## src/rtl/quad_step_decoder.sv

```systemverilog
// Quadrature (a,b) decoder: synchronises the Gray-coded pair, emits up/down
// step pulses, keeps a wrapping count and flags illegal jumps. Macro: QSD_FILTER_EN.
module quad_step_decoder #(
    parameter int WIDTH       = 4,
    parameter int SYNC_STAGES = 2,
    parameter int FILTER_LEN  = 3
) (
    input  logic             clk,
    input  logic             reset,
    input  logic             enable,
    input  logic             clear,
    input  logic             a,
    input  logic             b,
    output logic [WIDTH-1:0] cnt,
    output logic             up_pulse,
    output logic             dn_pulse,
    output logic             err,
    output logic             err_sticky
);
`ifdef QSD_FILTER_EN
    localparam int INIT_LEN = SYNC_STAGES + FILTER_LEN + 1;
`else
    localparam int INIT_LEN = SYNC_STAGES + 1;
`endif
    // counter sized for the longest priming period of either build
    localparam int ICW = $clog2(SYNC_STAGES + FILTER_LEN + 2);

    typedef enum logic {ST_INIT, ST_RUN} state_t;

    state_t         state, state_nx;
    logic [ICW-1:0] init_cnt;
    logic [1:0]     sync_q [SYNC_STAGES];
    logic [1:0]     s, d, prev;
    logic [1:0]     pos_d, pos_p, delta;
    logic           fwd, rev, bad, init_done;

    // synchroniser chain for the asynchronous phase inputs
    always_ff @(posedge clk or negedge reset) begin
        if (!reset) begin
            for (int i = 0; i < SYNC_STAGES; i++) sync_q[i] <= 2'b00;
        end else begin
            sync_q[0] <= {a, b};
            for (int i = 1; i < SYNC_STAGES; i++) sync_q[i] <= sync_q[i-1];
        end
    end

    assign s = sync_q[SYNC_STAGES-1];

`ifdef QSD_FILTER_EN
    logic [1:0] hist [FILTER_LEN];
    logic [1:0] held;
    logic [1:0] ones, zeros;

    // history of synchronised samples and the last accepted value
    always_ff @(posedge clk or negedge reset) begin
        if (!reset) begin
            for (int j = 0; j < FILTER_LEN; j++) hist[j] <= 2'b00;
            held <= 2'b00;
        end else begin
            hist[0] <= s;
            for (int j = 1; j < FILTER_LEN; j++) hist[j] <= hist[j-1];
            held <= d;
        end
    end

    // a bit is accepted only when all recent samples agree
    always_comb begin
        ones  = 2'b11;
        zeros = 2'b11;
        for (int j = 0; j < FILTER_LEN; j++) begin
            ones  &= hist[j];
            zeros &= ~hist[j];
        end
        d = (held & ~(ones | zeros)) | ones;
    end
`else
    assign d = s;
`endif

    // Gray level to quarter-cycle position: 00,01,11,10 -> 0,1,2,3
    function automatic logic [1:0] gray_pos(input logic [1:0] g);
        return {g[1], g[1] ^ g[0]};
    endfunction

    assign pos_d     = gray_pos(d);
    assign pos_p     = gray_pos(prev);
    assign delta     = pos_d - pos_p;
    assign fwd       = (delta == 2'd1);
    assign rev       = (delta == 2'd3);
    assign bad       = (delta == 2'd2);
    assign init_done = (init_cnt == ICW'(INIT_LEN - 1));

    // state register and priming counter
    always_ff @(posedge clk or negedge reset) begin
        if (!reset) begin
            state    <= ST_INIT;
            init_cnt <= '0;
        end else begin
            state <= state_nx;
            if (state == ST_INIT) init_cnt <= init_cnt + ICW'(1);
        end
    end

    // leave INIT once the pipeline holds only post-reset samples
    always_comb begin
        state_nx = state;
        unique case (state)
            ST_INIT: if (init_done) state_nx = ST_RUN;
            ST_RUN:  state_nx = ST_RUN;
        endcase
    end

    // decode (prev, d) into pulses, count and error flags
    always_ff @(posedge clk or negedge reset) begin
        if (!reset) begin
            prev       <= 2'b00;
            cnt        <= '0;
            up_pulse   <= 1'b0;
            dn_pulse   <= 1'b0;
            err        <= 1'b0;
            err_sticky <= 1'b0;
        end else begin
            prev     <= d;
            up_pulse <= 1'b0;
            dn_pulse <= 1'b0;
            err      <= 1'b0;
            if (state == ST_RUN) begin
                err <= bad;
                if (bad) err_sticky <= 1'b1;
                if (enable && !clear) begin
                    unique case (1'b1)
                        fwd: begin
                            up_pulse <= 1'b1;
                            cnt      <= cnt + WIDTH'(1);
                        end
                        rev: begin
                            dn_pulse <= 1'b1;
                            cnt      <= cnt - WIDTH'(1);
                        end
                        default: ;
                    endcase
                end
            end
            if (clear) begin
                cnt        <= '0;
                err_sticky <= 1'b0;
            end
        end
    end

endmodule
```

## config.mk

```make
export PLATFORM = sky130hd
export DESIGN_NAME = quad_step_decoder
export DESIGN_NICKNAME = d
export VERILOG_FILES = /design/src/rtl/quad_step_decoder.sv
export SDC_FILE = /design/constraint.sdc
export NUM_CORES = 1
export LEC_CHECK = 0
export CAP_MARGIN = 5
export CORE_AREA = 2 2 72 54
export CTS_CLUSTER_SIZE = 30
export DETAILED_ROUTE_END_ITERATION = 8
export DIE_AREA = 0 0 74 56
export GPL_TIMING_DRIVEN = 0
export PLACE_DENSITY = 0.46
export SYNTH_ARGS = -nofsm -noshare
export SYNTH_HDL_FRONTEND = slang
export SYNTH_SLANG_ARGS = --single-unit
```

## constraint.sdc

```tcl
create_clock -name clk -period 2.91 [get_ports clk]
set_input_delay 0.582 -clock clk [delete_from_list [all_inputs] [get_ports clk]]
set_output_delay 0.582 -clock clk [all_outputs]
set_load 0.1 [all_outputs]
```

==> metrics, run 1 <==
outcome completed; first-pass GRT wire length 2590 µm; chip height 56 µm; max-cap viol count 0; Buf/Inv on CP 1; ys flop type dfrtp_1; Initial Util 24.3%; setup slack after layout 0.466 ns; Detailed Place HPWL 1060 µm; relative slew slack 34.8%; R2R Setup Slk 0.47 ns; cell taking the most area after synthesis dfrtp_1; EDFF count, synth 0; main area contributors after synthesis dfrtp_1 55%, ha_1 7.6%, xnor2_1 5.3%; GR Overflow Total 0; CTS tree yes; share of layout cells above drive strength 1 11.0%; top cell type's share of synthesized area 54.5%; Power Density 685 mW/mm²; Worst-Skew Late Latency 0.25 ns; Die Wd 74 µm; min Tclk post-route 2.44 ns; Post-synth ARST share 100%; post-place setup slack 0.454 ns; syn nets 77; Core Rows 18; Final ANT Viol Nets 0; H-tree depth 1; Tightest Hold Check Type reg -> reg; CP Data Required Time 2.33 ns; cells after synthesis 66; Post-CTS Resized 0; commonest cells in the netlist 18 x dfrtp_1, 5 x ha_1, 5 x nor2_1, 5 x xnor2_1; syn_area_per_cell 12.5 µm²; Core Region 0.00340 mm²; Final Slew Violations 0; final net count 94; Longest Clk Path Bufs 2; dpl cell area 0.00101 mm²; clock root buffer clkbuf_8; count leader, synth dfrtp_1; total design power 729 µW; Initial DRT Pass Iterations 3; crit path launch type register; largest delay contributor family on the critical path buffers and inverters; # hold bufs at CTS 0; antenna diode count 0; WL final 1460 µm; Final Hold Fails 0; area grow syn2layout 28.8%; Overall Global Routing Usage 8.27%; fin crit share 84.0%; Iter 0 DRT Violations 9; initial antenna violation count 0; largest net degree at the start of global routing 19; CP Capture Type primary output; design area 0.00106 mm²; Via density 3.86; Worst-Margin Slew 0.974 ns; critical path arrival 1.86 ns; final setup vio count 0; WL per Instance 11.1 µm; maximum vdd drop 0.292 mV; Netlist Area Pre-Place 826 µm²; Seq/Total Area, Yosys 54.5%; Synth Warn # 0; clock sinks 18; WS Path Type reg -> out; Critical Path Max Stage Delay 1.17 ns; Die Footprint 0.00414 mm²; number of remaining DRC errors 0; post-CTS setup buffer count 0; critical-path cell list clkdlybuf4s50_1; RSZ-0062 raised after global routing false; Worst Skew 0.00538 ns; FMAX 0.409 GHz; number of buffers created by CTS 3; via count 509; Synth cell types 25; crit path max-delay cell type clkdlybuf4s50_1; number of global-route vias before repair 534; Synth Register Bits 18; TNS Setup 0 ns; crit-path max FO 5; clock slew at reported path FFs 0.07 ns; I/O pins 14; Leakage 0.000466 µW; port bufs 12; Placer Congestion 0.759
-- cells in the final DEF (no fill, tap or decap), types with 2 or more instances in the layout --
master / count
o21a_1: 2
dfrtp_1: 18
clkdlybuf4s50_1: 12
nor2_1: 5
inv_1: 3
xnor2_1: 5
nand2_1: 3
nor3_1: 3
xor2_1: 3
a31oi_1: 2
clkbuf_8: 4
mux2i_1: 2
ha_1: 5
nor2b_1: 2
-- cell type report --
cell class,instances,area [µm²]
Sequential cell,18,450
Tap cell,50,62.6
Timing Repair Buffer,12,120
Fill cell,344,2340
Multi-Input combinational cell,43,352
Buffer,2,12.5
Clock buffer,4,55.1
Inverter,3,11.3
-- registers in the layout, indices dropped and copies added (netlist names) --
signal,cells
cnt,4
d,2
dn_pulse,1
err,1
err_sticky,1
init_cnt,3
prev,2
state,1
sync_q,2
up_pulse,1
-- worst reg2reg max path, delay by kind of cell, from the launching register on --
kind / cells / cell delay, ns
adders and majority gates: 2 / 0.50
xor gates and xnor gates: 2 / 0.48
muxes: 2 / 0.53
DFF: 1 / 0.43
and+or+nand+nor: 2 / 0.19
AOI/OAI and AO/OA: 1 / 0.19
-- through the flow --
| stage | utilization [%] | cells | hold slack, ns |
|---|---|---|---|
| 2_1_floorplan | - | 66 | 0.286 |
| 3_3_place_gp | 29.7 | 128 | 0.334 |
| 3_5_place_dp | 29.7 | 128 | 0.336 |
| 4_1_cts | 31.3 | 132 | 0.352 |
| 5_1_grt | 31.3 | 132 | 0.357 |
| 6_report | 31.3 | 132 | 0.350 |
-- worst paths after layout --
| check | start | endpoint | cells past startpoint |
|---|---|---|---|
| setup reg to reg | d[1]$_DFF_PN0_ | cnt[3]$_DFFE_PN0P_ | 9 |
| min in group asynchronous | reset | cnt[0]$_DFFE_PN0P_ | 1 |
| max in group asynchronous | reset | d[1]$_DFF_PN0_ | 1 |
| hold / removal | sync_q[2]$_DFF_PN0_ | d[0]$_DFF_PN0_ | 0 |
| setup / recovery | cnt[0]$_DFFE_PN0P_ | cnt[0] | 1 |
| hold reg to reg | sync_q[2]$_DFF_PN0_ | d[0]$_DFF_PN0_ | 0 |
-- kinds of logic after synthesis --
| logic type | share of synthesized area [%] |
|---|---|
| and+or+nand+nor | 13.9 |
| DFF | 54.5 |
| xor gates and xnor gates | 11.4 |
| AOI/OAI and AO/OA | 5.91 |
| buffers and inverters | 2.88 |
| adders and majority gates | 7.58 |
| muxes | 3.79 |
-- power breakdown --
group	internal, µW	switching, µW
Sequential	269	15.7
Clock	120	84.7
Combinational	70.8	169
-- routing by layer --
layer	global-route usage [%]	vias up	part of all wire, %
li1	-	261	-
met1	11.6	236	53
met2	11.4	10	41
met3	3.08	2	4.2
met4	3.12	0	1.4
met5	0	-	0
Note: power is estimated with default switching activity, not from simulation.
==> inputs of run 2 (changes only) <==
- clock period: 2.91 -> 2.4 ns (I/O delays scaled with it)
==> run 2 against run 1 <==
  * Die area unchanged
  * Routed wire length up 1.2%
  * Utilization up 1.5 points
  * Critical path depth unchanged
  * Combinational power up 32%
  * Setup slack worse by 0.40 ns
==> metrics, run 2 (synthesis results as in run 1) <==
CTS tree yes (unchanged); Power Density 817 mW/mm² (was 685 mW/mm²); FMAX 0.428 GHz; Core Rows 18 (unchanged); crit path from cnt[0]$_DFFE_PN0P_ (unchanged); largest net degree at the start of global routing 19 (unchanged); Final Hold Fails 0 (unchanged); Die Wd 74 µm (unchanged); final setup vio count 0 (unchanged); Tightest Hold Check Type reg -> reg (unchanged); I/O pins 14 (unchanged); min Tclk post-route 2.33 ns; chip height 56 µm (unchanged); clock root buffer clkbuf_8 (unchanged); CP Data Required Time 1.92 ns (was 2.33 ns); Comb power frac 34.9% (was 32.9%); Final Slew Violations 0 (unchanged); biggest regs cnt x4, init_cnt x3 (unchanged); Final ANT Viol Nets 0 (unchanged); R2R Setup Slk 0.10 ns (was 0.47 ns); Worst-Margin Slew 0.975 ns (was 0.974 ns); GR Overflow Total 0 (unchanged); filler instances 342 (was 344); max-cap viol count 0 (unchanged); via count 522 (was 509); first-pass GRT wire length 2640 µm (was 2590 µm); total design power 911 µW (was 729 µW); Longest Clk Path Bufs 2 (unchanged); clock sinks 18 (unchanged); Iter 0 DRT Violations 9 (unchanged); TNS Setup 0 ns (unchanged); CP Capture Type primary output (unchanged); commonest non-fill, non-tap cells in the layout 18 x dfrtp_1, 12 x clkdlybuf4s50_1, 6 x buf_4, 5 x xnor2_1, 5 x nor2_1 (was 18 x dfrtp_1, 12 x clkdlybuf4s50_1, 5 x xnor2_1, 5 x nor2_1, 5 x ha_1); number of flip-flops in the largest register 4 (unchanged); internal power 579 µW (was 460 µW); Via density 3.81 (was 3.86); clock slew at reported path FFs 0.07 ns (about the same); WL per Instance 10.8 µm (was 11.1 µm); Leakage 0.000487 µW (was 0.000466 µW); crit-path max FO 5 (unchanged); number of global-route vias before repair 540 (was 534); fin crit share 97.3%; initial antenna violation count 0 (unchanged); maximum vdd drop 0.360 mV (was 0.292 mV); outcome completed (unchanged); WS Path Type reg -> out (unchanged); crit path max-delay cell type clkdlybuf4s50_1 (unchanged); switching power 332 µW (was 269 µW); FF-to-FF path depth 9 (unchanged); Final Core Density 32.8% (was 31.3%); Core Region 0.00340 mm² (unchanged); number of remaining DRC errors 0 (unchanged); critical path arrival 1.85 ns (was 1.86 ns); critical-path cell list clkdlybuf4s50_1 (unchanged); crit path launch type register (unchanged); clock network power share 27.3% (was 28.1%); Worst Skew 0.00450 ns (was 0.00538 ns); H-tree depth 1 (unchanged); Flop pwr share 37.8% (was 39.0%); Critical Path Max Stage Delay 1.16 ns (was 1.17 ns); area grow syn2layout 35.2% (was 28.8%); most common cell after layout, fill and taps aside dfrtp_1 (unchanged); WP depth 1 (unchanged); relative slew slack 34.8% (about the same); Detailed Place HPWL 1060 µm (unchanged); Placer Congestion 0.759 (unchanged); Initial DRT Pass Iterations 3 (unchanged); WL final 1480 µm (was 1460 µm); Sw Share 36.4% (was 36.9%); CP endpoint cnt[0] (unchanged); antenna diode count 0 (unchanged); Crit Reg-Reg Endpoint cnt[3]$_DFFE_PN0P_ (unchanged); RSZ-0062 raised after global routing true (was false); Largest Register cnt (unchanged); Die Footprint 0.00414 mm² (unchanged); port bufs 12 (unchanged); Worst-Skew Late Latency 0.25 ns (about the same); Overall Global Routing Usage 8.42% (was 8.27%); Crit Reg-Reg Startpoint d[1]$_DFF_PN0_ (unchanged); number of buffers created by CTS 3 (unchanged); Initial Util 24.3% (unchanged); share of layout cells above drive strength 1 18.4% (was 11.0%); largest delay contributor family on the critical path buffers and inverters (unchanged); Buf/Inv on CP 1 (unchanged); final net count 99 (was 94)
## run 2: cell count changes in the layout (fill, tap and decap cells not counted), sizes merged
cell and delta:
buf +5
## run 2: worst min path at each step
stage,startpoint,to,slack (ns),cells past startpoint
after CTS,sync_q[2]$_DFF_PN0_,d[0]$_DFF_PN0_,0.35,0
final,sync_q[2]$_DFF_PN0_,d[0]$_DFF_PN0_,0.35,0
after floorplan,reset,cnt[0]$_DFFE_PN0P_,0.18,0
after global routing,sync_q[3]$_DFF_PN0_,d[1]$_DFF_PN0_,0.36,0
after global placement,sync_q[2]$_DFF_PN0_,d[0]$_DFF_PN0_,0.33,0
after detailed placement,sync_q[2]$_DFF_PN0_,d[0]$_DFF_PN0_,0.34,0
## run 2: final cells by class
class	count	area (µm²)	area share [%]
inverter	3	11.3	1.01
buffer	2	12.5	1.12
timing repair buffer	17	158	14.1
multi-input combinational	43	367	32.8
sequential	18	450	40.4
tap	50	62.6	5.61
clock buffer	4	55.1	4.93
## run 2: worst register-to-register path: cells and delay by family, from the launching register on
kind	cells	cell delay, ns
XOR/XNOR	2	0.46
AND/OR/NAND/NOR	2	0.21
adder cells (fa/ha/maj)	2	0.44
flip-flops	1	0.39
multiplexers	2	0.54
AO/OA/AOI/OAI	1	0.13
## run 2: metal layers
metal	track usage [%]	wire length (µm)
met1	12.1	783
met2	11.4	614
met3	3.08	64
met4	3.12	19
met5	0	0
## run 2: power groups by stage
stage / Sequential (µW) / Combinational (µW) / Clock, µW
detailed placement: 351 / 292 / 0
global placement: 350 / 290 / 0
global route: 348 / 337 / 270
CTS: 345 / 311 / 258
finish: 345 / 318 / 249
floorplan: 478 / 93.5 / 0
## run 2: what timing repair did
| action | CTS | global route |
|---|---|---|
| endpoints found under the setup margin | 1 | 1 |
| buffers inserted | 3 | 2 |
| hold buffers | 0 | 0 |
| pin swaps | 0 | 3 |
| resized for setup | 2 | 0 |
## run 2: through the flow
step / cell area, µm² / std cells / setup WS, ns / hold slack (ns)
global route: 1120 / 137 / -0.0407 / 0.357
global placement: 1010 / 128 / -0.0393 / 0.334
floorplan: 826 / 66 / 0.163 / 0.184
CTS: 1100 / 135 / 0.0424 / 0.352
finish: 1120 / 137 / 0.0656 / 0.351
detailed placement: 1010 / 128 / -0.0564 / 0.336
==> inputs of run 3 (changes only) <==
- ABC_AREA: default -> 1
- CORE_AREA: 2 2 72 54 -> 2 2 73 54
- DIE_AREA: 0 0 74 56 -> 0 0 75 56
- GPL_TIMING_DRIVEN: 0 -> default
- PLACE_DENSITY: 0.46 -> 0.45
==> run 3 against run 2 <==
  * Clock power is 2% lower
  * Sequential power about the same
  * Global-route usage fell by 0.49 points
  * Final area decreased by 4.0%
  * Register-to-register slack gained 0.27 ns
  * Sequential share of layout area grew 1.7 points
  * Clock-buffer cell count unchanged
  * Combinational power fell by 16%
  * Worst hold slack got worse by 0.0021 ns
  * Non-clock buffer count decreased by 5
  * Critical path depth increased by 11
  * Critical path type is now reg -> reg
  * Highest routed layer is now met3
==> metrics, run 3 <==
outcome completed (unchanged); top cell type's share of synthesized area 53.9% (was 54.5%); final non-filler cell total 151 (was 137); largest net degree at the start of global routing 19 (unchanged); CP Data Required Time 2.55 ns (was 1.92 ns); Synth Warn # 0 (unchanged); Largest Register cnt (unchanged); number of global-route vias before repair 549 (was 540); EDFF count, synth 0 (unchanged); WL per Instance 9.13 µm (was 10.8 µm); initial antenna violation count 0 (unchanged); most common cell after layout, fill and taps aside dfrtp_1 (unchanged); Core Rows 18 (unchanged); critical path arrival 2.18 ns (was 1.85 ns); min Tclk post-route 2.03 ns (was 2.33 ns); clock slew at reported path FFs 0.07 ns (about the same); Final Hold Fails 0 (unchanged); Die Footprint 0.00420 mm² (was 0.00414 mm²); WL final 1380 µm (was 1480 µm); Final Core Density 31.1% (was 32.8%); CTS tree yes (unchanged); TNS Setup 0 ns (unchanged); Detailed Place HPWL 1100 µm (was 1060 µm); Final ANT Viol Nets 0 (unchanged); number of flip-flops in the largest register 4 (unchanged); RSZ-0062 raised after global routing false (was true); maximum vdd drop 0.318 mV (was 0.360 mV); Worst Skew 0.00341 ns (was 0.00450 ns); chip height 56 µm (unchanged); commonest cells in the netlist 18 x dfrtp_1, 16 x nand2_1, 14 x inv_1 (was 18 x dfrtp_1, 5 x ha_1, 5 x nor2_1, 5 x xnor2_1); Post-synth ARST share 100% (unchanged); hold_ws 0.348 ns (was 0.351 ns); Power Density 796 mW/mm² (was 817 mW/mm²); clock sinks 18 (unchanged); biggest regs cnt x4, init_cnt x3 (unchanged); Iter 0 DRT Violations 23 (was 9); Worst-Margin Slew 0.380 ns (was 0.975 ns); Post-CTS Resized 0 (was 2); Worst-Skew Late Latency 0.25 ns (about the same); H-tree depth 1 (unchanged); Core Region 0.00345 mm² (was 0.00340 mm²); final net count 113 (was 99); area grow syn2layout 28.1% (was 35.2%); cells after synthesis 83 (was 66); crit path launch type register (unchanged); max-cap viol count 0 (unchanged); number of buffers created by CTS 3 (unchanged); CP Capture Type register (was primary output); Initial DRT Pass Iterations 4 (was 3); Overall Global Routing Usage 7.93% (was 8.42%); # hold bufs at CTS 0 (unchanged); Synth cell types 21 (was 25); number of remaining DRC errors 0 (unchanged); main area contributors after synthesis dfrtp_1 54%, ha_1 7.5%, nand2_1 7.2% (was dfrtp_1 55%, ha_1 7.6%, xnor2_1 5.3%); fin crit share 84.7% (was 97.3%); ys flop type dfrtp_1 (unchanged); GR Overflow Total 0 (unchanged); FMAX 0.492 GHz (was 0.428 GHz); commonest non-fill, non-tap cells in the layout 18 x dfrtp_1, 16 x nand2_1, 14 x inv_1, 9 x buf_4 (was 18 x dfrtp_1, 12 x clkdlybuf4s50_1, 6 x buf_4, 5 x xnor2_1, 5 x nor2_1); via count 546 (was 522); post-CTS setup buffer count 0 (was 3); syn_area_per_cell 10.1 µm² (was 12.5 µm²); syn nets 94 (was 77); Seq/Total Area, Yosys 53.9% (was 54.5%); Final Slew Violations 0 (unchanged); relative slew slack 74.5% (was 34.8%); final setup vio count 0 (unchanged); Initial Util 24.3% (about the same); first-pass GRT wire length 2500 µm (was 2640 µm); I/O pins 14 (unchanged); Die Wd 75 µm (was 74 µm); WS Path Type reg -> reg (was reg -> out); Longest Clk Path Bufs 2 (unchanged); Leakage 0.000566 µW (was 0.000487 µW); antenna diode count 0 (unchanged); clock root buffer clkbuf_8 (unchanged); post-placement cell count 147 (was 128); cell taking the most area after synthesis dfrtp_1 (unchanged); Via density 3.62 (was 3.81); count leader, synth dfrtp_1 (unchanged); share of layout cells above drive strength 1 22.8% (was 18.4%); Synth Register Bits 18 (unchanged); filler instances 360 (was 342); Netlist Area Pre-Place 836 µm² (was 826 µm²); Placer Congestion 0.735 (was 0.759); crit-path max FO 5 (unchanged); port bufs 13 (was 12); Tightest Hold Check Type reg -> reg (unchanged)
-- run 3: cell types whose count changed in the layout (fill, tap and decap cells not counted), sizes merged, moves of 2 or more --
cell and delta:
nand2 +17, nor2 -2, xnor2 -3, o21ai +3, o21a -2, buf +2, nand3 +5, nor2b -2
clkdlybuf4s50 -7, mux2i -2, nor3 -3, inv +12
-- run 3: kinds of logic (layout without fill, tap and decap cells) --
| kind of cell | Yosys count | in the layout | share of synthesized area [%] |
|---|---|---|---|
| buf+inv | 15 | 33 | 6.74 |
| simple gates | 32 | 32 | 19.8 |
| fa+ha+maj | 5 | 5 | 7.49 |
| flops | 18 | 18 | 53.9 |
| compound gates | 7 | 7 | 4.94 |
| xor+xnor | 6 | 6 | 7.19 |
-- run 3: per-layer routing --
layer / global-route usage (%) / wire [µm]
met1: 9.80 / 662
met5: 0 / 0
met2: 12.0 / 615
met4: 1.53 / 0
met3: 4.53 / 100
-- run 3: power breakdown --
group | internal, µW | switching (µW) | total [µW]
logic | 68.2 | 198 | 266
clock network | 146 | 99.0 | 245
registers | 325 | 16.8 | 342
total | 539 | 314 | 852
-- run 3: critical path, stage by stage (launching register included) --
cell and delay (ns):
dfrtp_1 0.42, xnor2_1 0.14, ha_1 0.28, inv_1 0.15
nand3_2 0.15, inv_1 0.08, ha_1 0.23, inv_1 0.09
nor2_1 0.05, nor2_1 0.11, nand3_1 0.09, nand3_1 0.09
nand2_1 0.05
-- run 3: through the flow --
stage | setup slack, ns | instance area (µm²) | total power, µW
2_1_floorplan | 0.506 | 836 | 552
3_3_place_gp | 0.394 | 1020 | 615
3_5_place_dp | 0.340 | 1020 | 617
4_1_cts | 0.332 | 1070 | 863
5_1_grt | 0.129 | 1070 | 905
6_report | 0.367 | 1070 | 852
-- run 3: final timing paths --
check | startpoint | to | slack (ns) | cells past startpoint
max | d[1]$_DFF_PN0_ | cnt[3]$_DFFE_PN0P_ | 0.37 | 12
min | sync_q[3]$_DFF_PN0_ | d[1]$_DFF_PN0_ | 0.35 | 0
max reg2reg | d[1]$_DFF_PN0_ | cnt[3]$_DFFE_PN0P_ | 0.37 | 12
min reg2reg | sync_q[3]$_DFF_PN0_ | d[1]$_DFF_PN0_ | 0.35 | 0
max in group asynchronous | reset | prev[1]$_DFF_PN0_ | 1.65 | 2
min in group asynchronous | reset | cnt[0]$_DFFE_PN0P_ | 0.55 | 2
-- run 3: layout make-up --
cell class              instances  area, µm²  share of cell area [%]
flip-flops and latches         18        450                    42.1
clock buffers                   4       55.1                    5.14
well taps                      50       62.6                    5.84
inverters                      15       56.3                    5.26
multi-input cells              50        329                    30.7
repair buffers                 14        118                    11.0
